### src/rtl/fifo_controller_width_packing.sv
// rtl/fifo_controller_width_packing.sv - narrow-write, wide-read packing FIFO
// Accepts one DATA_WIDTH word per write, returns two packed words per read (show-ahead).
module fifo_controller_width_packing #(
   parameter int ADDR_WIDTH = 4,
   parameter int DATA_WIDTH = 8
) (
   input  logic                    clk_i,
   input  logic                    reset_ni,
   input  logic                    write_i,
   input  logic [DATA_WIDTH-1:0]   write_data_i,
   input  logic                    read_i,
   output logic [2*DATA_WIDTH-1:0] read_data_o,
   output logic [ADDR_WIDTH-1:0]   write_address_o,
   output logic [ADDR_WIDTH-1:0]   read_address_1_o,
   output logic [ADDR_WIDTH-1:0]   read_address_2_o,
   output logic                    full_o,
   output logic                    empty_o,
   output logic [ADDR_WIDTH:0]     level_o
);

   localparam int DEPTH = 2 ** ADDR_WIDTH;

   logic [DATA_WIDTH-1:0] mem [DEPTH];
   logic [ADDR_WIDTH:0]   wptr, rptr;
   logic [ADDR_WIDTH:0]   wptr_nxt, rptr_nxt, level_nxt;
   logic                  write_accept, read_accept;

   always_comb begin
      write_accept = write_i && !full_o;
      read_accept  = read_i && !empty_o;
      wptr_nxt     = write_accept ? wptr + (ADDR_WIDTH+1)'(1) : wptr;
      rptr_nxt     = read_accept  ? rptr + (ADDR_WIDTH+1)'(2) : rptr;
      level_nxt    = wptr_nxt - rptr_nxt;
   end

   // Level never exceeds DEPTH, so its MSB alone marks full and the upper bits mark < 2.
   always_ff @(posedge clk_i or negedge reset_ni) begin
      if (!reset_ni) begin
         wptr    <= '0;
         rptr    <= '0;
         level_o <= '0;
         full_o  <= 1'b0;
         empty_o <= 1'b1;
      end else begin
         wptr    <= wptr_nxt;
         rptr    <= rptr_nxt;
         level_o <= level_nxt;
         full_o  <= level_nxt[ADDR_WIDTH];
         empty_o <= (level_nxt[ADDR_WIDTH:1] == '0);
      end
   end

   // Storage is deliberately left unreset.
   always_ff @(posedge clk_i) begin
      if (write_accept) begin
         mem[write_address_o] <= write_data_i;
      end
   end

   always_comb begin
      write_address_o  = wptr[ADDR_WIDTH-1:0];
      read_address_1_o = rptr[ADDR_WIDTH-1:0];
      read_address_2_o = read_address_1_o + ADDR_WIDTH'(1);
      read_data_o      = {mem[read_address_2_o], mem[read_address_1_o]};
   end

endmodule

### config.mk
export PLATFORM = sky130hd
export DESIGN_NAME = fifo_controller_width_packing
export DESIGN_NICKNAME = d
export VERILOG_FILES = /design/src/rtl/fifo_controller_width_packing.sv
export SDC_FILE = /design/constraint.sdc
export NUM_CORES = 1
export LEC_CHECK = 0
export CORE_ASPECT_RATIO = 1.25
export CORE_MARGIN = 3
export CORE_UTILIZATION = 45
export DETAILED_ROUTE_END_ITERATION = 16
export GPL_ROUTABILITY_DRIVEN = 0
export MAX_ROUTING_LAYER = met4
export SKIP_CTS_REPAIR_TIMING = 1
export SKIP_LAST_GASP = 1
export SLEW_MARGIN = 20
export SYNTH_ARGS = -nofsm -noshare
export SYNTH_HDL_FRONTEND = slang
export SYNTH_SLANG_ARGS = --single-unit
export TNS_END_PERCENT = 100
### constraint.sdc
create_clock -name clk_i -period 3 [get_ports clk_i]
set_clock_uncertainty 0.1 [all_clocks]
set_input_delay 0.3 -clock clk_i [delete_from_list [all_inputs] [get_ports clk_i]]
set_output_delay 0.3 -clock clk_i [all_outputs]
set_load 0.05 [all_outputs]
After elaboration in Yosys (flattened, before gate mapping)
Memory sizes are Yosys's and may differ from the RTL's. Cells that the tools add are included.

$add $sub $neg: 4. $mul: 0. Divide/modulo/power cells: 0. Order comparisons: 0. Eq/ne operators: 0. Shift operators: 0. Muxes and demuxes: 4. Bitwise operators: 0. Reduce and logical (&&, ||, !) cells: 5.

Operators with widths (number): $mux W5 (2); $add A5 B1 Y5 const B (1); $add A5 B2 Y5 const B (1); $sub A5 B5 Y5 (1); $add A4 B1 Y4 const B (1); $logic_not A4 Y1 (1); $logic_and A1 B1 Y1 (2); $logic_not A1 Y1 (2); $mux W1 (2).

Register bits: 17. Bits in latches: 0. RAM bits: 128. Bits in read-only memories: 0. Input bits: 12. Output and inout bits: 35. Logic and storage cells: 19. Memories kept: 1.

Memory list: mem (words 16, width 8, read ports 2, clocked after Yosys merged registers in 0, wr ports 1, RTL line 23) `logic [DATA_WIDTH-1:0] mem [DEPTH];`.

Depth between registers and ports, before layout
Gate-level depths: netlist (run 1).

Depth after elaboration: 5. Depth in mapped cells: 10.

Worst setup path after synthesis (run 1)
No wires, ideal clock.

Path type: register to register. Start: register full_o. End: register empty_o. Library setup time: 0.090 ns. Arrival: 2.109 ns. Setup slack: 0.701 ns. Cell stages (with the launch flop): 10. Cell sequence: dfrtp_1 -> nor2b_1 -> clkbuf_1 -> nor2_1 -> a21oi_1 -> ha_1 -> inv_1 -> fa_1 -> xor2_1 -> nor4_2.

Word-level cells in the longest chain between the ends: 5.

Ends and longest elaborated chain: from (decl) (RTL line 16) `output logic full_o,`; from (signal assigned) (RTL line 48) `full_o <= level_nxt[ADDR_WIDTH];`; $logic_not A1 Y1 (RTL line 29) `write_accept = write_i && !full_o;`; $logic_and A1 B1 Y1 (RTL line 29); $mux W5 (RTL line 31) `wptr_nxt = write_accept ? wptr + (ADDR_WIDTH+1)'(1) : wptr;`; $sub A5 B5 Y5 (RTL line 33) `level_nxt = wptr_nxt - rptr_nxt;`; named net level_nxt[3] (RTL line 25) `logic [ADDR_WIDTH:0] wptr_nxt, rptr_nxt, level_nxt;`; $logic_not A4 Y1 (RTL line 49) `empty_o <= (level_nxt[ADDR_WIDTH:1] == '0);`; to (signal assigned) (RTL line 49); to (decl) (RTL line 17) `output logic empty_o,`.

The timed path passes the listed nets, and every way through them passes these cells.

Worst setup path in the final report (run 1)
Start: register rptr[1]. End: output read_data_o[3].

Word-level cells in the longest chain between the ends: 1.

Ends and longest elaborated chain: from (decl) (RTL line 24) `logic [ADDR_WIDTH:0] wptr, rptr;`; from (signal assigned) (RTL line 46) `rptr <= rptr_nxt;`; $mem_v2 Z16 W8; to (decl) (RTL line 12) `output logic [2*DATA_WIDTH-1:0] read_data_o,`.

Every way passes these cells.

==> results of run 1 <==
## cell type report
type	instances	area, sq um	share of cell area
clock buffer	18	429	0.0610
timing repair buffer	63	556	0.0790
tap	164	205	0.0292
sequential	142	4200	0.597
clock inverter	14	198	0.0281
multi-input combinational	102	1420	0.202
inverter	7	26.3	0.00374
## flip-flops by register name (all words and copies together), names as in the netlist
register  cells
rptr          4
mem         128
empty_o       1
wptr          5
level_o       3
full_o        1
## layout by cell type, fill, tap and decap left out, drive strengths merged
cell type and n:
clkbuf 18, nand3b 1, nor4 1, conb 2, clkinvlp 2, xor2 3
inv 7, clkdlybuf4s50 28, buf 35, a21oi 2, a21o 1, mux4 32
nand2 5, fa 1, edfxtp 128, xnor2 5, dfstp 1, clkinv 7
nor2b 2, nor3 4, nor2 13, xor3 1, mux2 17, bufinv 5
ha 8, dfrtp 13, nand4 2, nand2b 2
## logic make-up (layout without fill, tap and decap cells)
logic type | count (synthesis) | after routing
compound gates | 3 | 3
xor+xnor | 9 | 9
fa+ha+maj | 9 | 9
buf+inv | 34 | 102
flops | 142 | 142
mux | 49 | 49
other cells | 2 | 2
simple gates | 30 | 30
## worst max-delay path, delay by kind of cell, from the launching register on
kind | cells | cell delay [ns]
multiplexers | 2 | 0.89
buffers and inverters | 2 | 0.46
flip-flops | 1 | 0.44
## power groups by stage
stage	logic, W	clock network [W]	registers (W)
detailed placement	0.00316	0	0.00255
floorplan	0.00243	0	0.00258
global placement	0.00314	0	0.00254
global route	0.00333	0.00233	0.00253
finish	0.00312	0.00220	0.00251
CTS	0.00317	0.00224	0.00251
## worst paths after layout
check	end	depth (start not counted)
worst max-delay path	read_data_o[3]	4
worst min-delay path	wptr[0]	1
worst max register to register	empty_o	8
worst min register to register	wptr[4]	1
max in group asynchronous	rptr[1]	1
min in group clk_i	wptr[4]	1
## per-layer routing
metal / vias up / track usage / part of all wire
li1: 1208 / - / -
met2: 63 / 0.260 / 0.53
met4: 0 / 0.0589 / 0.011
met1: 1339 / 0.194 / 0.42
met3: 6 / 0.0417 / 0.037
met5: - / - / 0
## metrics by stage
step	cells	utilization
floorplan	278	-
global route	510	0.565
detailed placement	478	0.515
finish	510	0.565
CTS	510	0.565
global placement	478	0.515
## cells in the mapped netlist, types with 2 or more instances
library cell	instances
dfrtp_1	13
mux4_1	25
buf_6	4
nor2_1	12
mux2_2	17
nand2_1	4
nand4_1	2
inv_1	7
buf_4	16
mux4_2	7
xor2_1	2
buf_2	3
ha_1	8
conb_1	2
nor3_1	4
xnor2_1	5
nand2b_1	2
a21oi_1	2
clkbuf_1	4
edfxtp_1	128
==> summary.md, run 1 <==
| Metric | Value |
|---|---|
| Required time of the worst setup path | approximately 2.6 ns |
| Yosys reg bits | around 140 |
| Clk root buf | clkbuf_16 |
| R2r startpoint | wptr[0] |
| Filler Cells Inserted | ~950 |
| Critical path endpoint category | output pin |
| Crit. Startpoint | rptr[1] |
| Clock slew at reported path FFs | approximately 0.060 ns |
| Fin crit period | between 2 and 3 ns |
| Die outline width | ~110 um |
| DR iter-0 viols | 152 |
| Post-synth top flop | edfxtp_1 |
| # rows | 45 |
| Worst slew margin | 0.588 |
| Layout cells sized above 1 | 0.280 |
| Die height | around 130 um |
| Cts bufs inserted | 17 |
| Core area | between 10000 and 15000 sq um |
| Clock power share | 0.281 |
| RSZ-0062 raised after global routing | no |
| Sequential area share after synthesis | 0.718 |
| Synth cell types | 31 |
| Setup TNS | 0 ns |
| Post-DP HPWL | 6.06 mm |
| Final WL | about 10 mm |
| Synthesized area per cell | ~21 sq um |
| Worst path max stage delay | 0.59 ns |
| First-pass GRT wire length | 16.1 mm |
| Via count | 2616 |
| Post-route worst setup slack | just under 0.4 ns |
| Internal power | about 0.0051 W |
| Antenna-violating nets left | 0 |
| NetSw | approximately 0.0028 W |
| Post-place setup slack | slightly above 0.3 ns |
| # port buffers | between 40 and 50 |
| CTS Buffer Depth | 2 |
| DRC errors left | 0 |
| Synth top area share | 0.658 |
| CP Cell Sequence | buf_12, mux4_1, mux2_2, buf_4 |
| Cell Pwr Density | 1110 nW/um^2 |
| R2R setup slack | ~0.59 ns |
| Hold_ws | roughly 0.18 ns |
| Dominant cells by area after synthesis | edfxtp_1 (66%), mux4_1 (11%), dfrtp_1 (5.6%), mux2_2 (3.3%), mux4_2 (2.7%) |
| P&R area growth vs syn | 20.4% |
| Hold Crit Class | input port to asynchronous set/reset pin |
| Initial antenna violation count | 0 |
| Reg power frac | 0.321 |
| Post-synthesis adder-cell area fraction | 0.0206 |
| Final setup vio count | 0 |
| Later-pin clock latency in the skew report | between 0.4 and 0.5 ns |
| Comb power frac | 0.398 |
| Worst Setup Path Type | flip-flop to output pin |
| Synth Area in XOR/XNOR | 0.0176 |
| Arrival @ worst endpoint | 2.22 ns |
| DR WL/cell | approximately 20 um |
| Io pins | 47 |
| Lkg Pwr | approximately 2.5 nW |
| Final hold vios | 0 |
| Crit share post-route | 0.872 |
| Sink Count | ~140 |
| Number of H-tree levels | 4 |
| Startpoint Class | flip-flop |
| Maximum vdd drop | around 0.00092 V |
| Initial Util | 0.469 |
| Crit-path slowest cell | mux4_1 |
| Grt total ovfl | 0 |
| Switching share of power | 0.355 |
| Async SR Flop Fraction | 0.0986 |
| Total GRT Usage | 0.160 |
| Post-synth EDFFs | between 100 and 150 |
| Crit-path max FO | 32 |
| Final Cell Area | roughly 7000 sq um |
| Cell area after synthesis | 5840 sq um |
| Synth Instances | approximately 280 |
| Synth warn | 0 |
| Nets | approximately 350 |
| Area share of and/or/nand/nor cells after synthesis | 0.0291 |
| Vias in the first global route | 2804 |
| Status | finished, final reports clean |
| Placed cell areas | around 6400 sq um |
| Largest net degree at the start of global routing | 33 |
| Slew @ Worst Pin | 0.616 ns |
| Synthesized Nets | between 200 and 300 |
| Pins Over Slew Limit | 0 |
| Final Total Pwr | between 0.007 and 0.008 W |
| Die area | approximately 14000 sq um |
| CTS tree | yes |
| Drt via density | roughly 5.1 |
| Max Freq | between 0.3 and 0.4 GHz |
| Maximum capacitance violations | 0 |
| Post-synthesis compound-gate area fraction | 0.00300 |
| Largest family of logic cells by synthesized area | multiplexers |
| Router iterations before antenna repair | 4 |
| Top cell type by total area after synthesis | edfxtp_1 |
| Mux contribution to synthesized area | 0.172 |
| ANT cells | 0 |
(Power assumes the default switching activity.)
==> inputs of run 2 (changes only) <==
Settings changed: CORE_MARGIN 3 to 5.
==> summary.md, run 2 (synthesis results as in run 1) <==
| Metric | Value |
|---|---|
| Status | finished, final reports clean |
| Number of H-tree levels | 4 (unchanged) |
| Sink Count | 142 (unchanged) |
| Layout cells sized above 1 | 0.277 (-0.00369) |
| Most frequent cells in the layout | edfxtp_1 (128), buf_4 (35), clkdlybuf4s50_1 (28), mux4_1 (25) |
| Most common cell after layout, fill and taps aside | edfxtp_1 |
| Final hold vios | 0 (unchanged) |
| R2R setup slack | 0.60 ns (about the same) |
| Final setup vio count | 0 (unchanged) |
| Via count | 2674 (+2.2%) |
| CP Cell Sequence | buf_4, mux4_2, mux2_2, buf_4 |
| Crit-path max FO | 32 (unchanged) |
| # port buffers | 44 (unchanged) |
| Io pins | 47 (unchanged) |
| Maximum vdd drop | 0.000816 V (-11%) |
| Startpoint Class | flip-flop |
| Max Freq | 0.389 GHz (+1.7%) |
| DRC errors left | 0 (unchanged) |
| Largest regs | mem x128, wptr x5, rptr x4 |
| Pins Over Slew Limit | 0 (unchanged) |
| Router iterations before antenna repair | 4 (unchanged) |
| Final Cell Area | 7050 sq um (+0.20%) |
| Crit share post-route | 0.857 (-0.0149) |
| Arrival @ worst endpoint | 2.17 ns (-0.05 ns) |
| Nets | 355 (+0.28%) |
| CTS Buffer Depth | 2 (unchanged) |
| Largest net degree at the start of global routing | 37 (+12%) |
| Register name with the most flops | mem |
| Worst reg2reg endpoint | empty_o |
| R2r startpoint | wptr[0] |
| Post-layout util | 0.554 (-0.0112) |
| Final Total Pwr | 0.00785 W (+0.28%) |
| Slew @ Worst Pin | 0.650 ns (+0.0340 ns) |
| Total GRT Usage | 0.151 (-0.00952) |
| # rows | 46 (+2.2%) |
| Clock slew at reported path FFs | 0.06 ns (about the same) |
| Post-DP HPWL | 6.35 mm (+4.7%) |
| Final WL | 10.4 mm (+1.7%) |
| Crit path capture | read_data_o[15] |
| CTS tree | yes |
| Critical path endpoint category | output pin |
| Placed cell areas | 6420 sq um (+0.20%) |
| Required time of the worst setup path | 2.60 ns (about the same) |
| Initial Util | 0.459 (-0.0102) |
| Initial antenna violation count | 0 (unchanged) |
| Die height | 137 um (+3.0%) |
| Worst Setup Path Type | flip-flop to output pin |
| Vias in the first global route | 2917 (+4.0%) |
| Crit-path slowest cell | dfrtp_1 |
| Antenna-violating nets left | 0 (unchanged) |
| Cts bufs inserted | 17 (unchanged) |
| DR iter-0 viols | 112 (-26%) |
| P&R area growth vs syn | 20.7% |
| ANT cells | 0 (unchanged) |
| Number of flip-flops in the largest register | 128 (unchanged) |
| Worst r2r path cells | 8 (unchanged) |
| Clk root buf | clkbuf_16 |
| Later-pin clock latency in the skew report | 0.40 ns (about the same) |
| Core area | 12700 sq um (+2.2%) |
| Setup TNS | 0 ns (unchanged) |
| Die area | 15400 sq um (+6.8%) |
| Worst slew margin | 0.566 (-0.0228) |
| Fin crit period | 2.57 ns (-0.0447 ns) |
| Drt via density | 5.19 (+1.2%) |
| Lkg Pwr | 2.51 nW (about the same) |
| Crit. Startpoint | rptr[2] |
| Cell mode on critical path | buf_4 |
| Cell Pwr Density | 1110 nW/um^2 (about the same) |
| Worst path max stage delay | 0.44 ns (-0.15 ns) |
| RSZ-0062 raised after global routing | no |
| First-pass GRT wire length | 16.4 mm (+1.8%) |
| Grt total ovfl | 0 (unchanged) |
| DR WL/cell | 20.2 um (+0.67%) |
| Die outline width | 112 um (+3.7%) |
| Maximum capacitance violations | 0 (unchanged) |
| Hold Crit Class | input port to asynchronous set/reset pin |
[run 2: cell types whose count changed in the layout (fill, tap and decap cells not counted)]
cell,before,now
clkinv_4,0,1
clkbuf_1,1,2
clkinv_2,5,2
clkinv_1,2,3
buf_4,34,35
[run 2: worst min-delay path by stage]
| stage | slack, ns | to | cells past startpoint |
|---|---|---|---|
| finish | 0.20 | wptr[1] | 1 |
| global route | 0.23 | wptr[1] | 1 |
| CTS | 0.20 | wptr[1] | 1 |
| detailed placement | 0.38 | rptr[4] | 1 |
| global placement | 0.38 | rptr[4] | 1 |
| floorplan | -0.1 | full_o | 0 |
[run 2: area by class of cell]
type,count,area (sq um)
Fill cell,969,5670
Sequential cell,142,4200
Multi-Input combinational cell,102,1420
Timing Repair Buffer,64,563
Clock buffer,19,433
Tap cell,168,210
Clock inverter,13,195
Inverter,7,26.3
[run 2: power breakdown]
part | total (W) | internal (W) | switching, W
Sequential | 0.00250 | 0.00237 | 0.000131
Combinational | 0.00315 | 0.00123 | 0.00192
Clock | 0.00220 | 0.00146 | 0.000735
[run 2: through the flow]
step	instances	hold WS, ns	setup slack [ns]
floorplan	278	-0.0956	0.701
global placement	483	0.381	0.449
detailed placement	483	0.377	0.393
CTS	515	0.198	0.363
global route	515	0.231	0.294
finish	515	0.202	0.429
[run 2: critical path, delay by kind of cell, from the launching register on]
kind / cells / cell delay (ns)
buf+inv: 2 / 0.63
flops: 1 / 0.44
mux: 2 / 0.68
[run 2: metal layers]
metal  part of all wire  global-route usage  vias up
met4              0.011              0.0446        0
met2               0.53               0.248       50
met3              0.029              0.0431        9
met5                  0                   -        -
li1                   -                   -     1218
met1               0.43               0.183     1397
==> inputs of run 3 (changes only) <==
Settings changed: CORE_UTILIZATION 45 to 50, PLACE_DENSITY set to 0.7.
==> summary.md, run 3 (synthesis results as in run 1) <==
| Metric | Value |
|---|---|
| Status | finished, final reports clean |
| Die outline width | 107 um (-4.7%) |
| Initial Util | 0.505 (+0.0460) |
| First-pass GRT wire length | 16.4 mm (+0.13%) |
| Cell count along the critical path | 4 (unchanged) |
| Slew @ Worst Pin | 0.630 ns (-0.0195 ns) |
| Final setup vio count | 0 (unchanged) |
| Io pins | 47 (unchanged) |
| DRC errors left | 0 (unchanged) |
| Filler Cells Inserted | 820 (-15%) |
| Worst path max stage delay | 0.62 ns (+0.18 ns) |
| Antenna-violating nets left | 0 (unchanged) |
| ANT cells | 0 (unchanged) |
| Setup TNS | 0 ns (unchanged) |
| Most common cell after layout, fill and taps aside | edfxtp_1 |
| # port buffers | 44 (unchanged) |
| Later-pin clock latency in the skew report | 0.41 ns (about the same) |
| Delay-heaviest family, CP | multiplexers |
| Clock slew at reported path FFs | 0.06 ns (about the same) |
| R2r startpoint | wptr[0] |
| Max Freq | 0.389 GHz (about the same) |
| Total GRT Usage | 0.170 (+0.0195) |
| Fin crit period | 2.57 ns (+0.00200 ns) |
| Core area | 11600 sq um (-9.1%) |
| Largest regs | mem x128, wptr x5, rptr x4 |
| Startpoint Class | flip-flop |
| Cell Pwr Density | 1090 nW/um^2 (-1.7%) |
| Number of flip-flops in the largest register | 128 (unchanged) |
| Final non-filler cell total | 485 (-5.8%) |
| Hold Crit Class | input port to asynchronous set/reset pin |
| Sink Count | 142 (unchanged) |
| DR WL/cell | 21.8 um (+8.0%) |
| Register area | 4200 sq um (unchanged) |
| Placed insts | 453 (-6.2%) |
| Final Cell Area | 6940 sq um (-1.6%) |
| RSZ-0062 raised after global routing | no |
| Crit share post-route | 0.858 (about the same) |
| Arrival @ worst endpoint | 2.17 ns (about the same) |
| DR iter-0 viols | 139 (+24%) |
| Die height | 131 um (-4.8%) |
| Cts bufs inserted | 17 (unchanged) |
| CTS Buffer Depth | 2 (unchanged) |
| Largest net degree at the start of global routing | 37 (unchanged) |
| Post-layout util | 0.600 (+0.0459) |
| CP Cell Sequence | buf_12, mux4_1, mux2_2, buf_4 |
| Lkg Pwr | 2.47 nW (-1.5%) |
| Initial antenna violation count | 0 (unchanged) |
| Worst reg2reg endpoint | empty_o |
| Via count | 2703 (+1.1%) |
| Placed cell areas | 6380 sq um (-0.58%) |
| Hold_ws | 0.185 ns (-0.0173 ns) |
| Area of the multi-input gates | 1420 sq um (unchanged) |
| Post-DP HPWL | 6.32 mm (-0.40%) |
| Number of H-tree levels | 4 (unchanged) |
| CTS tree | yes |
| Buf/Inv on CP | 2 (unchanged) |
| Pins Over Slew Limit | 0 (unchanged) |
| Vias in the first global route | 2945 (+0.96%) |
| Grt total ovfl | 0 (unchanged) |
| R2R setup slack | 0.61 ns (about the same) |
| Drt via density | 5.57 (+7.3%) |
| Final WL | 10.6 mm (+1.7%) |
| Die area | 14000 sq um (-9.2%) |
| Worst Setup Path Type | flip-flop to output pin |
| P&R area growth vs syn | 18.8% |
| Worst slew margin | 0.579 (+0.0131) |
| Maximum vdd drop | 0.000829 V (+1.5%) |
| Maximum capacitance violations | 0 (unchanged) |
| Crit-path max FO | 36 (+13%) |
| Clk root buf | clkbuf_16 |
| Router iterations before antenna repair | 4 (unchanged) |
| Most frequent cells in the layout | edfxtp_1 (128), buf_4 (35), clkdlybuf4s50_1 (28), mux4_1 (25) |
| Layout cells sized above 1 | 0.277 (unchanged) |
| Crit-path slowest cell | mux4_1 |
| Critical path endpoint category | output pin |
| Worst r2r path cells | 8 (unchanged) |
| Required time of the worst setup path | 2.60 ns (about the same) |
| Final hold vios | 0 (unchanged) |
| Register name with the most flops | mem |
| # rows | 44 (-4.3%) |
| Nets | 355 (unchanged) |
-- run 3: cell types whose count changed in the layout (fill, tap and decap cells not counted), sizes merged --
cell	change
bufinv	-3
clkinv	+3
clkbuf	-2
clkinvlp	+2
-- run 3: metal layers --
layer	vias to the layer above	wire (um)	track usage
li1	1213	-	-
met2	53	5760	0.290
met1	1425	4280	0.197
met5	-	0	-
met4	0	137	0.0655
met3	12	382	0.0413
-- run 3: worst max path at each step --
stage	start	endpoint	slack, ns
CTS	rptr[1]	read_data_o[9]	0.40
floorplan	full_o	empty_o	0.70
detailed placement	read_i	empty_o	0.40
finish	rptr[1]	read_data_o[9]	0.43
global route	rptr[2]	read_data_o[3]	0.32
global placement	read_i	empty_o	0.46
-- run 3: area by class of cell --
cell class | instances | share of cell area
Multi-Input combinational cell | 102 | 0.205
Inverter | 7 | 0.00379
Clock buffer | 17 | 0.0613
Timing Repair Buffer | 64 | 0.0812
Sequential cell | 142 | 0.605
Clock inverter | 15 | 0.0186
Tap cell | 138 | 0.0249
-- run 3: stage by stage --
stage                     power, W  setup WS (ns)
after floorplan            0.00501          0.701
after global placement     0.00567          0.460
after detailed placement   0.00571          0.397
after CTS                  0.00767          0.397
after global routing       0.00794          0.317
final                      0.00759          0.427
-- run 3: report_power, final --
part | internal (W) | leakage [nW] | switching [W]
Clock | 0.00120 | 0.262 | 0.000741
Sequential | 0.00237 | 1.32 | 0.000136
Combinational | 0.00123 | 0.891 | 0.00192
Total | 0.00480 | 2.47 | 0.00279
